===== config.mk =====
export PLATFORM = sky130hd
export DESIGN_NAME = sudoku_puzzle_loader
export DESIGN_NICKNAME = d
export VERILOG_FILES = /design/src/rtl/sudoku_pkg.sv /design/src/rtl/sudoku_base_rom.sv /design/src/rtl/sudoku_puzzle_loader.sv
export SDC_FILE = /design/constraint.sdc
export NUM_CORES = 1
export LEC_CHECK = 0
export BUFFER_PORTS_ARGS = -buffer_cell sky130_fd_sc_hd__buf_2
export CAP_MARGIN = 30
export CORE_MARGIN = 2
export CORE_UTILIZATION = 25
export CTS_CLUSTER_DIAMETER = 120
export DETAILED_ROUTE_END_ITERATION = 8
export GPL_ROUTABILITY_DRIVEN = 0
export PLACE_DENSITY_LB_ADDON = 0.1
export SYNTH_ARGS = -nofsm -noshare
export SYNTH_HDL_FRONTEND = slang
export SYNTH_SLANG_ARGS = --single-unit
export TNS_END_PERCENT = 1

===== constraint.sdc =====
create_clock -name in_clka -period 13.88 [get_ports in_clka]
set_input_delay 1.388 -clock in_clka [delete_from_list [all_inputs] [get_ports in_clka]]
set_output_delay 1.388 -clock in_clka [all_outputs]
set_load 0.02 [all_outputs]

===== src/rtl/sudoku_pkg.sv =====
// Shared constants, FSM state encoding and the base puzzle table for the puzzle loader.
package sudoku_pkg;

  localparam int unsigned CELLS       = 81;
  localparam int unsigned NUM_PUZZLES = 8;
  localparam int unsigned DIGIT_W     = 4;
  localparam int unsigned ADDR_W      = 7;
  localparam int unsigned PID_W       = 3;
  localparam int unsigned RND_W       = 11;
  localparam int unsigned CNT_W       = 8;
  localparam int unsigned SETUP_LSB   = 0;
  localparam int unsigned A_LSB       = 3;
  localparam int unsigned B_LSB       = 7;
  localparam int unsigned ROM_W       = NUM_PUZZLES * CELLS * DIGIT_W;
  localparam int unsigned ROM_IDX_W   = $clog2(ROM_W);

  typedef enum logic [2:0] {
    S_IDLE,
    S_SEED,
    S_FETCH,
    S_APPLY,
    S_WRITE,
    S_DONE
  } state_e;

  // Valid solved grids (row/column/box Latin pattern shifted per puzzle) thinned by a givens mask.
  function automatic logic [ROM_W-1:0] gen_puzzles();
    logic [ROM_W-1:0]     rom;
    logic [ROM_IDX_W-1:0] idx;
    int                   r;
    int                   c;
    int                   digit;
    rom = '0;
    for (int p = 0; p < int'(NUM_PUZZLES); p++) begin
      for (int i = 0; i < int'(CELLS); i++) begin
        r     = i / 9;
        c     = i % 9;
        digit = ((3 * (r % 3) + r / 3 + 4 * c + 4 + p) % 9) + 1;
        idx   = ROM_IDX_W'((p * int'(CELLS) + i) * int'(DIGIT_W));
        if (((i * 7 + p * 3) % 5) < 2) rom[idx +: DIGIT_W] = DIGIT_W'(digit);
      end
    end
    return rom;
  endfunction

  localparam logic [ROM_W-1:0] PUZZLE_ROM = gen_puzzles();

endpackage


===== src/rtl/sudoku_base_rom.sv =====
// Combinational base-puzzle lookup: (puzzle, cell) -> 0 for blank or a given digit 1..9.
module sudoku_base_rom
  import sudoku_pkg::*;
(
  input  logic [PID_W-1:0]   i_puzzle_id,
  input  logic [ADDR_W-1:0]  i_addr,
  output logic [DIGIT_W-1:0] o_cell_c
);

  logic [ROM_IDX_W-1:0] w_idx;

  always_comb begin
    w_idx = ROM_IDX_W'((ROM_IDX_W'(i_puzzle_id) * ROM_IDX_W'(CELLS) + ROM_IDX_W'(i_addr))
                       * ROM_IDX_W'(DIGIT_W));
    o_cell_c = (i_addr < ADDR_W'(CELLS)) ? PUZZLE_ROM[w_idx +: DIGIT_W] : '0;
  end

endmodule


===== src/rtl/sudoku_puzzle_loader.sv =====
// Pulls random words, picks a base puzzle, relabels digits by swaps and streams the board out.
module sudoku_puzzle_loader
  import sudoku_pkg::*;
#(
  parameter int unsigned NUM_SWAPS = 8
) (
  input  logic               in_clka,
  input  logic               in_rst_n,
  input  logic               start,
  output logic               rng_req,
  input  logic               rnd_valid,
  input  logic [RND_W-1:0]   rnd_data,
  output logic               wr_en,
  input  logic               wr_ready,
  output logic [ADDR_W-1:0]  wr_addr,
  output logic [DIGIT_W-1:0] wr_data,
  output logic [PID_W-1:0]   puzzle_id,
  output logic               busy,
  output logic               done,
  output logic [CNT_W-1:0]   reject_cnt
);

  state_e               r_state;
  state_e               w_state_nxt;
  logic [DIGIT_W-1:0]   r_map [1:9];
  logic [DIGIT_W-1:0]   r_a;
  logic [DIGIT_W-1:0]   r_b;
  logic [CNT_W-1:0]     r_swap_cnt;
  logic [CNT_W-1:0]     r_reject;
  logic [PID_W-1:0]     r_pid;
  logic [ADDR_W-1:0]    r_addr;
  logic [DIGIT_W-1:0]   w_a;
  logic [DIGIT_W-1:0]   w_b;
  logic                 w_ab_ok;
  logic                 w_last_swap;
  logic                 w_last_addr;
  logic [DIGIT_W-1:0]   w_cell;
  logic [DIGIT_W-1:0]   w_wr_data;

  assign w_a         = rnd_data[A_LSB +: DIGIT_W];
  assign w_b         = rnd_data[B_LSB +: DIGIT_W];
  assign w_ab_ok     = (w_a >= DIGIT_W'(1)) && (w_a <= DIGIT_W'(9)) &&
                       (w_b >= DIGIT_W'(1)) && (w_b <= DIGIT_W'(9));
  assign w_last_swap = (r_swap_cnt == CNT_W'(NUM_SWAPS - 1));
  assign w_last_addr = (r_addr == ADDR_W'(CELLS - 1));

  sudoku_base_rom u_rom (
    .i_puzzle_id (r_pid),
    .i_addr      (r_addr),
    .o_cell_c    (w_cell)
  );

  // State register
  always_ff @(posedge in_clka or negedge in_rst_n) begin
    if (!in_rst_n) r_state <= S_IDLE;
    else           r_state <= w_state_nxt;
  end

  // Next state and state-decoded handshake outputs
  always_comb begin
    w_state_nxt = r_state;
    rng_req     = 1'b0;
    wr_en       = 1'b0;
    busy        = 1'b1;
    done        = 1'b0;
    unique case (r_state)
      S_IDLE: begin
        busy = 1'b0;
        if (start) w_state_nxt = S_SEED;
      end
      S_SEED: begin
        rng_req = 1'b1;
        if (rnd_valid) w_state_nxt = S_FETCH;
      end
      S_FETCH: begin
        rng_req = 1'b1;
        if (rnd_valid && w_ab_ok) w_state_nxt = S_APPLY;
      end
      S_APPLY: begin
        w_state_nxt = w_last_swap ? S_WRITE : S_FETCH;
      end
      S_WRITE: begin
        wr_en = 1'b1;
        if (wr_ready && w_last_addr) w_state_nxt = S_DONE;
      end
      S_DONE: begin
        done        = 1'b1;
        w_state_nxt = S_IDLE;
      end
      default: w_state_nxt = S_IDLE;
    endcase
  end

  // Load datapath: digit map, swap/reject counters, puzzle select and write address
  always_ff @(posedge in_clka or negedge in_rst_n) begin
    if (!in_rst_n) begin
      for (int d = 1; d <= 9; d++) r_map[d] <= DIGIT_W'(d);
      r_a        <= '0;
      r_b        <= '0;
      r_swap_cnt <= '0;
      r_reject   <= '0;
      r_pid      <= '0;
      r_addr     <= '0;
    end else begin
      case (r_state)
        S_IDLE: begin
          if (start) begin
            for (int d = 1; d <= 9; d++) r_map[d] <= DIGIT_W'(d);
            r_swap_cnt <= '0;
            r_reject   <= '0;
            r_addr     <= '0;
          end
        end
        S_SEED: begin
          if (rnd_valid) r_pid <= rnd_data[SETUP_LSB +: PID_W];
        end
        S_FETCH: begin
          if (rnd_valid) begin
            if (w_ab_ok) begin
              r_a <= w_a;
              r_b <= w_b;
            end else if (r_reject != '1) begin
              r_reject <= r_reject + CNT_W'(1);
            end
          end
        end
        S_APPLY: begin
          r_map[r_a] <= r_map[r_b];
          r_map[r_b] <= r_map[r_a];
          r_swap_cnt <= r_swap_cnt + CNT_W'(1);
        end
        S_WRITE: begin
          if (wr_ready) r_addr <= w_last_addr ? '0 : r_addr + ADDR_W'(1);
        end
        default: ;
      endcase
    end
  end

  // Blanks pass through; givens are relabelled through the swapped map
  always_comb begin
    w_wr_data = '0;
    if (wr_en && (w_cell != '0)) w_wr_data = r_map[w_cell];
  end

  assign wr_addr    = r_addr;
  assign wr_data    = w_wr_data;
  assign puzzle_id  = r_pid;
  assign reject_cnt = r_reject;

endmodule


Word level (Yosys, flattened, before mapping)
Cells that the tools add are included.
W data, S select, Z words.
- flip-flop bits (word level): 73
- input port bits: 16
- output and inout port bits: 26
- word-level logic and storage cells: 110
- add/subtract/negate cells: 4
- multipliers: 1
- $lt $le $gt $ge: 10
- equal/unequal tests: 16
- shift operators: 1
- muxes and demuxes: 39
- bitwise logic cells: 3
- reductions and logical operators: 20
- operators with widths (cell ; count):
    $shiftx A2592 B13 Y4 const A ; 1
    $bwmux W36 ; 2
    $pmux W36 S2 ; 1
    $bmux W4 S4 ; 3
    $mux W4 ; 10
    $mux W36 ; 1
    $demux W4 S4 ; 2
    $mux W8 ; 4
    $pmux W8 S2 ; 2
    $mux W7 ; 3
    $add A8 B1 Y8 const B ; 2
    $ne A2 B2 Y1 const B ; 8
    $ge A5 B5 Y1 const B ; 3
    $mux W3 ; 5
    $not A4 Y5 ; 3
    $pmux W3 S5 ; 1
    $pmux W7 S2 ; 1
    $add A10 B7 Y10 ; 1
    $lt A5 B1 Y1 const B ; 2
    $mul A3 B7 Y10 const B ; 1
    $eq A8 B3 Y1 const B ; 1
    $ge A4 B1 Y1 const B ; 2
    $le A4 B4 Y1 const B ; 2
    $logic_and A1 B1 Y1 ; 8
    16 further kinds ; 25

Depth between registers and ports, before layout
- depth after elaboration: 9
- depth in mapped cells: 20
- gate-level depth less buffers: 15

Modules after synthesis
Synthesis repeated with hierarchy kept, for this count alone.
- cell total of the unflattened synthesis: 1012
- area total of the unflattened synthesis: 8331.7 um^2
- modules (own cells, without submodules) (module ; times used ; cells each ; area each (um^2) ; sequential area each (um^2)):
    sudoku_puzzle_loader ; 1 ; 524 ; 5186.2 ; 1845.5
    sudoku_base_rom ; 1 ; 488 ; 3145.5 ; 0.0

Worst setup path before layout
Ideal clock, no wire load.
- kind: register to output
- start: register r_addr[1] (netlist: wr_addr[1])
- end: output wr_data[2]
- arrival time: 4.563 ns
- data required time: 12.492 ns
- path slack: 7.929 ns
- cell stages (with the launch flop): 17
- path buffers: 2
- cells stage by stage: dfrtp_1 ha_1 ha_1 fa_1 buf_2 nor2b_1 clkbuf_1 nor2_1 nand2_1 a2111oi_0 a31oi_1 o221a_1 o41ai_4 a21o_1 o21ai_0 a2111o_1 o21ai_1
- cells in the longest elaborated chain, start to end: 8
- elaborated cells on any way between the ends: 11
- those cells by class: add/sub (1); order compare (1); shift (1); mux (5); bitwise (1); reduce/logical (2)
- RTL lines (what ; RTL line ; source):
    start: declaration ; sudoku_puzzle_loader.sv:31 ; logic [ADDR_W-1:0] r_addr;
    start signal: assignment ; sudoku_puzzle_loader.sv:133 ; if (wr_ready) r_addr <= w_last_addr ? '0 : r_addr + ADDR_W'(1);
    $add A10 B7 Y10 ; sudoku_base_rom.sv:13 ; w_idx = ROM_IDX_W'((ROM_IDX_W'(i_puzzle_id) * ROM_IDX_W'(CELLS) + ROM_IDX_W'(i_addr))
    $shiftx A2592 B13 Y4 ; sudoku_base_rom.sv:15 ; o_cell_c = (i_addr < ADDR_W'(CELLS)) ? PUZZLE_ROM[w_idx +: DIGIT_W] : '0;
    $mux W4 (*) ; sudoku_base_rom.sv:15 ;
    $not A4 Y5 (implied by the code) ; sudoku_puzzle_loader.sv:143 ; if (wr_en && (w_cell != '0)) w_wr_data = r_map[w_cell];
    $bmux W4 S4 ; sudoku_puzzle_loader.sv:143 ;
    $mux W4 (implied by the code) (2 in series) ; sudoku_puzzle_loader.sv:143 ;
    $mux W4 (*) ; sudoku_puzzle_loader.sv:143 ;
    end: declaration ; sudoku_puzzle_loader.sv:16 ; output logic [DIGIT_W-1:0] wr_data,
Every way passes the cells marked *; elsewhere a longest branch is shown, timed or not. The select of a mux whose other input is x is not followed.

Worst setup path in the final report
Ends and elaborated chain as after synthesis.

==> implementation parameters <==
Parameter                              Value

Synth
  Most numerous cell in the Yosys netlist    sky130_fd_sc_hd__nand2_1
  Top cells by area, synth    sky130_fd_sc_hd__dfrtp_1 (18%), sky130_fd_sc_hd__o21ai_0 (5.2%), sky130_fd_sc_hd__dfstp_2 (5.0%)
  Post-Synthesis Cells    around 1000
  Syn nets    between 1000 and 1500
  Post-synth design cell area    ~8000 sq um
  Post-synth top area share    a little under a fifth
  Post-synth top flop    sky130_fd_sc_hd__dfrtp_1
  Post-synthesis sequential element count    73
  Syn_area_per_cell    ~7.7 sq um
  Library cell with the largest summed area after synthesis    sky130_fd_sc_hd__dfrtp_1
  Count of flip-flops with a built-in enable after synthesis    0
  Unique cell type count in the Yosys netlist    95
  Sequential share of the synthesized area    between 20% and 30%
  Commonest cells post-synth    sky130_fd_sc_hd__nand2_1 (96), sky130_fd_sc_hd__nor2_1 (95), sky130_fd_sc_hd__o21ai_0 (83), sky130_fd_sc_hd__a21oi_1 (59), sky130_fd_sc_hd__dfrtp_1 (58)
  Share of flip-flops with an asynchronous set or reset    100.0%
  Number of synthesis warnings    0

Finish
  Layout cell share with drive strength beyond 1    between 10 and 15%
  Layout Cells excl Fill    between 1000 and 1500
  Utilization after layout    between 20% and 30%
  Count of nets after finishing    1056
  Synth-to-layout area growth    10.39%
  Design Area, Final    between 8000 and 9000 sq um
  Ant. Diodes    0

Clocking
  Clock network latency to the later pin of the worst-skew pair    roughly 0.35 ns
  Number of clock sinks    73
  H-tree levels    3
  Maximum root-to-sink buffer count    2
  Clock transition time at the flip-flop clock pins of the worst setup and hold paths    about 0.06 ns
  Post-CTS setup buffer count    0
  Buffer cell driving the clock tree root    sky130_fd_sc_hd__clkbuf_16
  Clock tree from TritonCTS    done
  Hold buffer count at cts    0
  Post-CTS resize count    0
  Inserted Clock Buffers    9

Timing
  Skew final    about 0.0070 ns
  Worst Tran Pin Value    between 1 and 1.5 ns
  Setup violators final    0
  Pins Over Slew Limit    0
  Time the worst path needs with I/O delays and setup    7.966 ns
  Share of the clock period used by the worst path after layout    approximately 57%
  Final hold violation count    0
  Upper clock frequency limit    about 130 MHz
  Setup repair after global routing missed its margin    false
  Setup total negative slack    0 ns
  Worst slew margin relative to its limit    a little over a quarter

Pwr
  Total power    roughly 1 mW
  Max IR drop VDD    roughly 95 uV
  Power per cell area    116.8 nW/um^2
  Leakage Power    3.258 nW

Route
  Met2 wire length    14.68 mm
  Uppermost routed layer    met4
  First-pass DRT Iterations    6
  Post-Route M1 WL    15.10 mm
  Total wirelength of the detailed-routed design    approximately 34 mm
  Met3 layer wire length in the routed design    between 2 and 3 mm
  Number of routed nets with antenna violations    0
  Number of remaining DRC errors    0
  Via-per-instance ratio    ~6.2
  Avg WL per Cell    roughly 24 um
  Violation count after the first detailed-route iteration    about 1300
  Detailed-route via count    ~8900

Floorplanning
  Area enclosed by the die boundary    33200 sq um
  Chip height    between 150 and 200 um
  I/O pin cnt    42
  DIE WIDTH    between 150 and 200 um
  Initial cell density of the core    about a quarter
  Core area    around 31000 sq um
  Row count    65

Placed design
  Port-buffer cells    41
  Half-perimeter wire length after placement    between 20 and 25 mm
  Cell total after placement    roughly 1400
  Placed Instance Area    between 8000 and 9000 sq um

Run status
  Result of the run    complete, no violations

Global route
  Number of global-route vias before repair    between 8000 and 9000
  Number of antenna violations at the first check in global routing    0
  Total global routing overflow    0
  Largest net degree at the start of global routing    52
  First-pass GRT wire length    between 50 and 60 mm
  Total track usage    approximately a fifth

Worst setup path
  Required arrival time at the worst endpoint    about 12 ns
  Total buffers and inverters traversed by the critical path    2
  Critical-path cell list    ha_1, ha_1, fa_1, buf_4, nor2b_1, nand2_1, o21ai_0, a211oi_1, a211oi_1, a311o_1, a31oi_1, nor3_4, mux2_2, nor2_1, a2111o_1, o21ai_1, buf_2
  Arrival time of the worst setup path    about 6.6 ns
  Peak per-stage delay on the critical path    about 0.80 ns
  Standard cell with the maximum stage delay on the critical path    sky130_fd_sc_hd__nor2b_1
  Crit-path max FO    35
  Category of the worst setup path launch point    register
  Category of cells accounting for the largest share of critical-path delay    simple AND/OR/NAND/NOR gates
  Crit path kind    register to output port
  Crit path capture type    output port

Run
  Max-Cap Viols    0

Min path
  Type of the most critical hold path    register to register
==> metal layers <==
layer,track usage [%],up-vias
met5,0,-
met2,30.50,526
li1,-,3950
met4,9.516,0
met1,28.36,4250
met3,3.512,129
==> cells in the final DEF, fill, tap and decap left out, types with 6 or more instances in the layout <==
master / count
sky130_fd_sc_hd__buf_2: 40
sky130_fd_sc_hd__a21oi_1: 59
sky130_fd_sc_hd__nand2b_1: 15
sky130_fd_sc_hd__mux4_2: 8
sky130_fd_sc_hd__a31oi_1: 20
sky130_fd_sc_hd__mux2_2: 23
sky130_fd_sc_hd__o31ai_1: 14
sky130_fd_sc_hd__and3_1: 9
sky130_fd_sc_hd__a22oi_1: 31
sky130_fd_sc_hd__nor2_1: 95
sky130_fd_sc_hd__nor2b_1: 17
sky130_fd_sc_hd__nand4_1: 18
sky130_fd_sc_hd__dfstp_2: 15
sky130_fd_sc_hd__or3_1: 6
sky130_fd_sc_hd__xnor2_1: 7
sky130_fd_sc_hd__o21ai_0: 83
sky130_fd_sc_hd__a221oi_1: 6
sky130_fd_sc_hd__o22ai_1: 28
sky130_fd_sc_hd__a211oi_1: 28
sky130_fd_sc_hd__a2111oi_0: 6
sky130_fd_sc_hd__buf_4: 24
sky130_fd_sc_hd__o221ai_1: 9
sky130_fd_sc_hd__and2_1: 14
sky130_fd_sc_hd__ha_1: 20
sky130_fd_sc_hd__nand3_1: 37
sky130_fd_sc_hd__a211o_1: 6
sky130_fd_sc_hd__mux2i_1: 12
sky130_fd_sc_hd__nand2_1: 96
sky130_fd_sc_hd__clkbuf_16: 9
sky130_fd_sc_hd__inv_1: 15
sky130_fd_sc_hd__nor3_1: 36
sky130_fd_sc_hd__o211ai_1: 14
sky130_fd_sc_hd__xor2_1: 8
sky130_fd_sc_hd__dfrtp_1: 58
sky130_fd_sc_hd__o21ai_1: 11
sky130_fd_sc_hd__o32ai_1: 7
==> kinds of logic after synthesis <==
logic type | count (synthesis) | synth area share [%]
compound gates | 394 | 34.37
mux | 46 | 7.470
buf+inv | 100 | 5.926
xor+xnor | 21 | 2.821
fa+ha+maj | 21 | 3.404
simple gates | 372 | 22.76
flops | 73 | 23.25
==> final timing paths <==
check / start / to / slack (ns) / cells past startpoint
max: wr_addr[1] / wr_data[2] / 5.91 / 17
min: r_swap_cnt[7] / r_swap_cnt[7] / 0.49 / 1
max reg2reg: r_b[1] / r_map[0] / 10.52 / 9
min reg2reg: r_swap_cnt[7] / r_swap_cnt[7] / 0.49 / 1
max in group asynchronous: in_rst_n / reject_cnt[7] / 11.91 / 2
min in group asynchronous: in_rst_n / r_map[27] / 0.98 / 1
==> stage by stage <==
| stage | setup WS (ns) | hold slack [ns] |
|---|---|---|
| 2_1_floorplan | 7.929 | 0.4522 |
| 3_3_place_gp | 6.382 | 0.4874 |
| 3_5_place_dp | 6.547 | 0.4941 |
| 4_1_cts | 6.147 | 0.5024 |
| 5_1_grt | 5.798 | 0.5229 |
| 6_report | 5.914 | 0.4938 |
==> final cells by class <==
type / instances / area [sq um]
Clock buffer: 13 / 250.2
Sequential cell: 73 / 1846
Tap cell: 402 / 503.0
Inverter: 16 / 60.06
Multi-Input combinational cell: 854 / 5657
Timing Repair Buffer: 65 / 407.9
Fill cell: 3462 / 22630
Clock inverter: 3 / 40.04
==> registers in the layout, summed over array words and instances, names as in the netlist <==
name        cells
r_a             4
r_b             4
r_state         3
reject_cnt      8
r_swap_cnt      8
puzzle_id       3
r_map          36
wr_addr         7
==> where the power goes <==
| part | leakage [nW] | internal (mW) | switching (mW) | total, mW |
|---|---|---|---|---|
| clock network | 0.144 | 0.144 | 0.0931 | 0.237 |
| logic | 2.20 | 0.162 | 0.268 | 0.430 |
| registers | 0.912 | 0.269 | 0.0874 | 0.357 |
| total | 3.26 | 0.575 | 0.448 | 1.02 |
No activity file was read; power rests on OpenSTA's default activity.
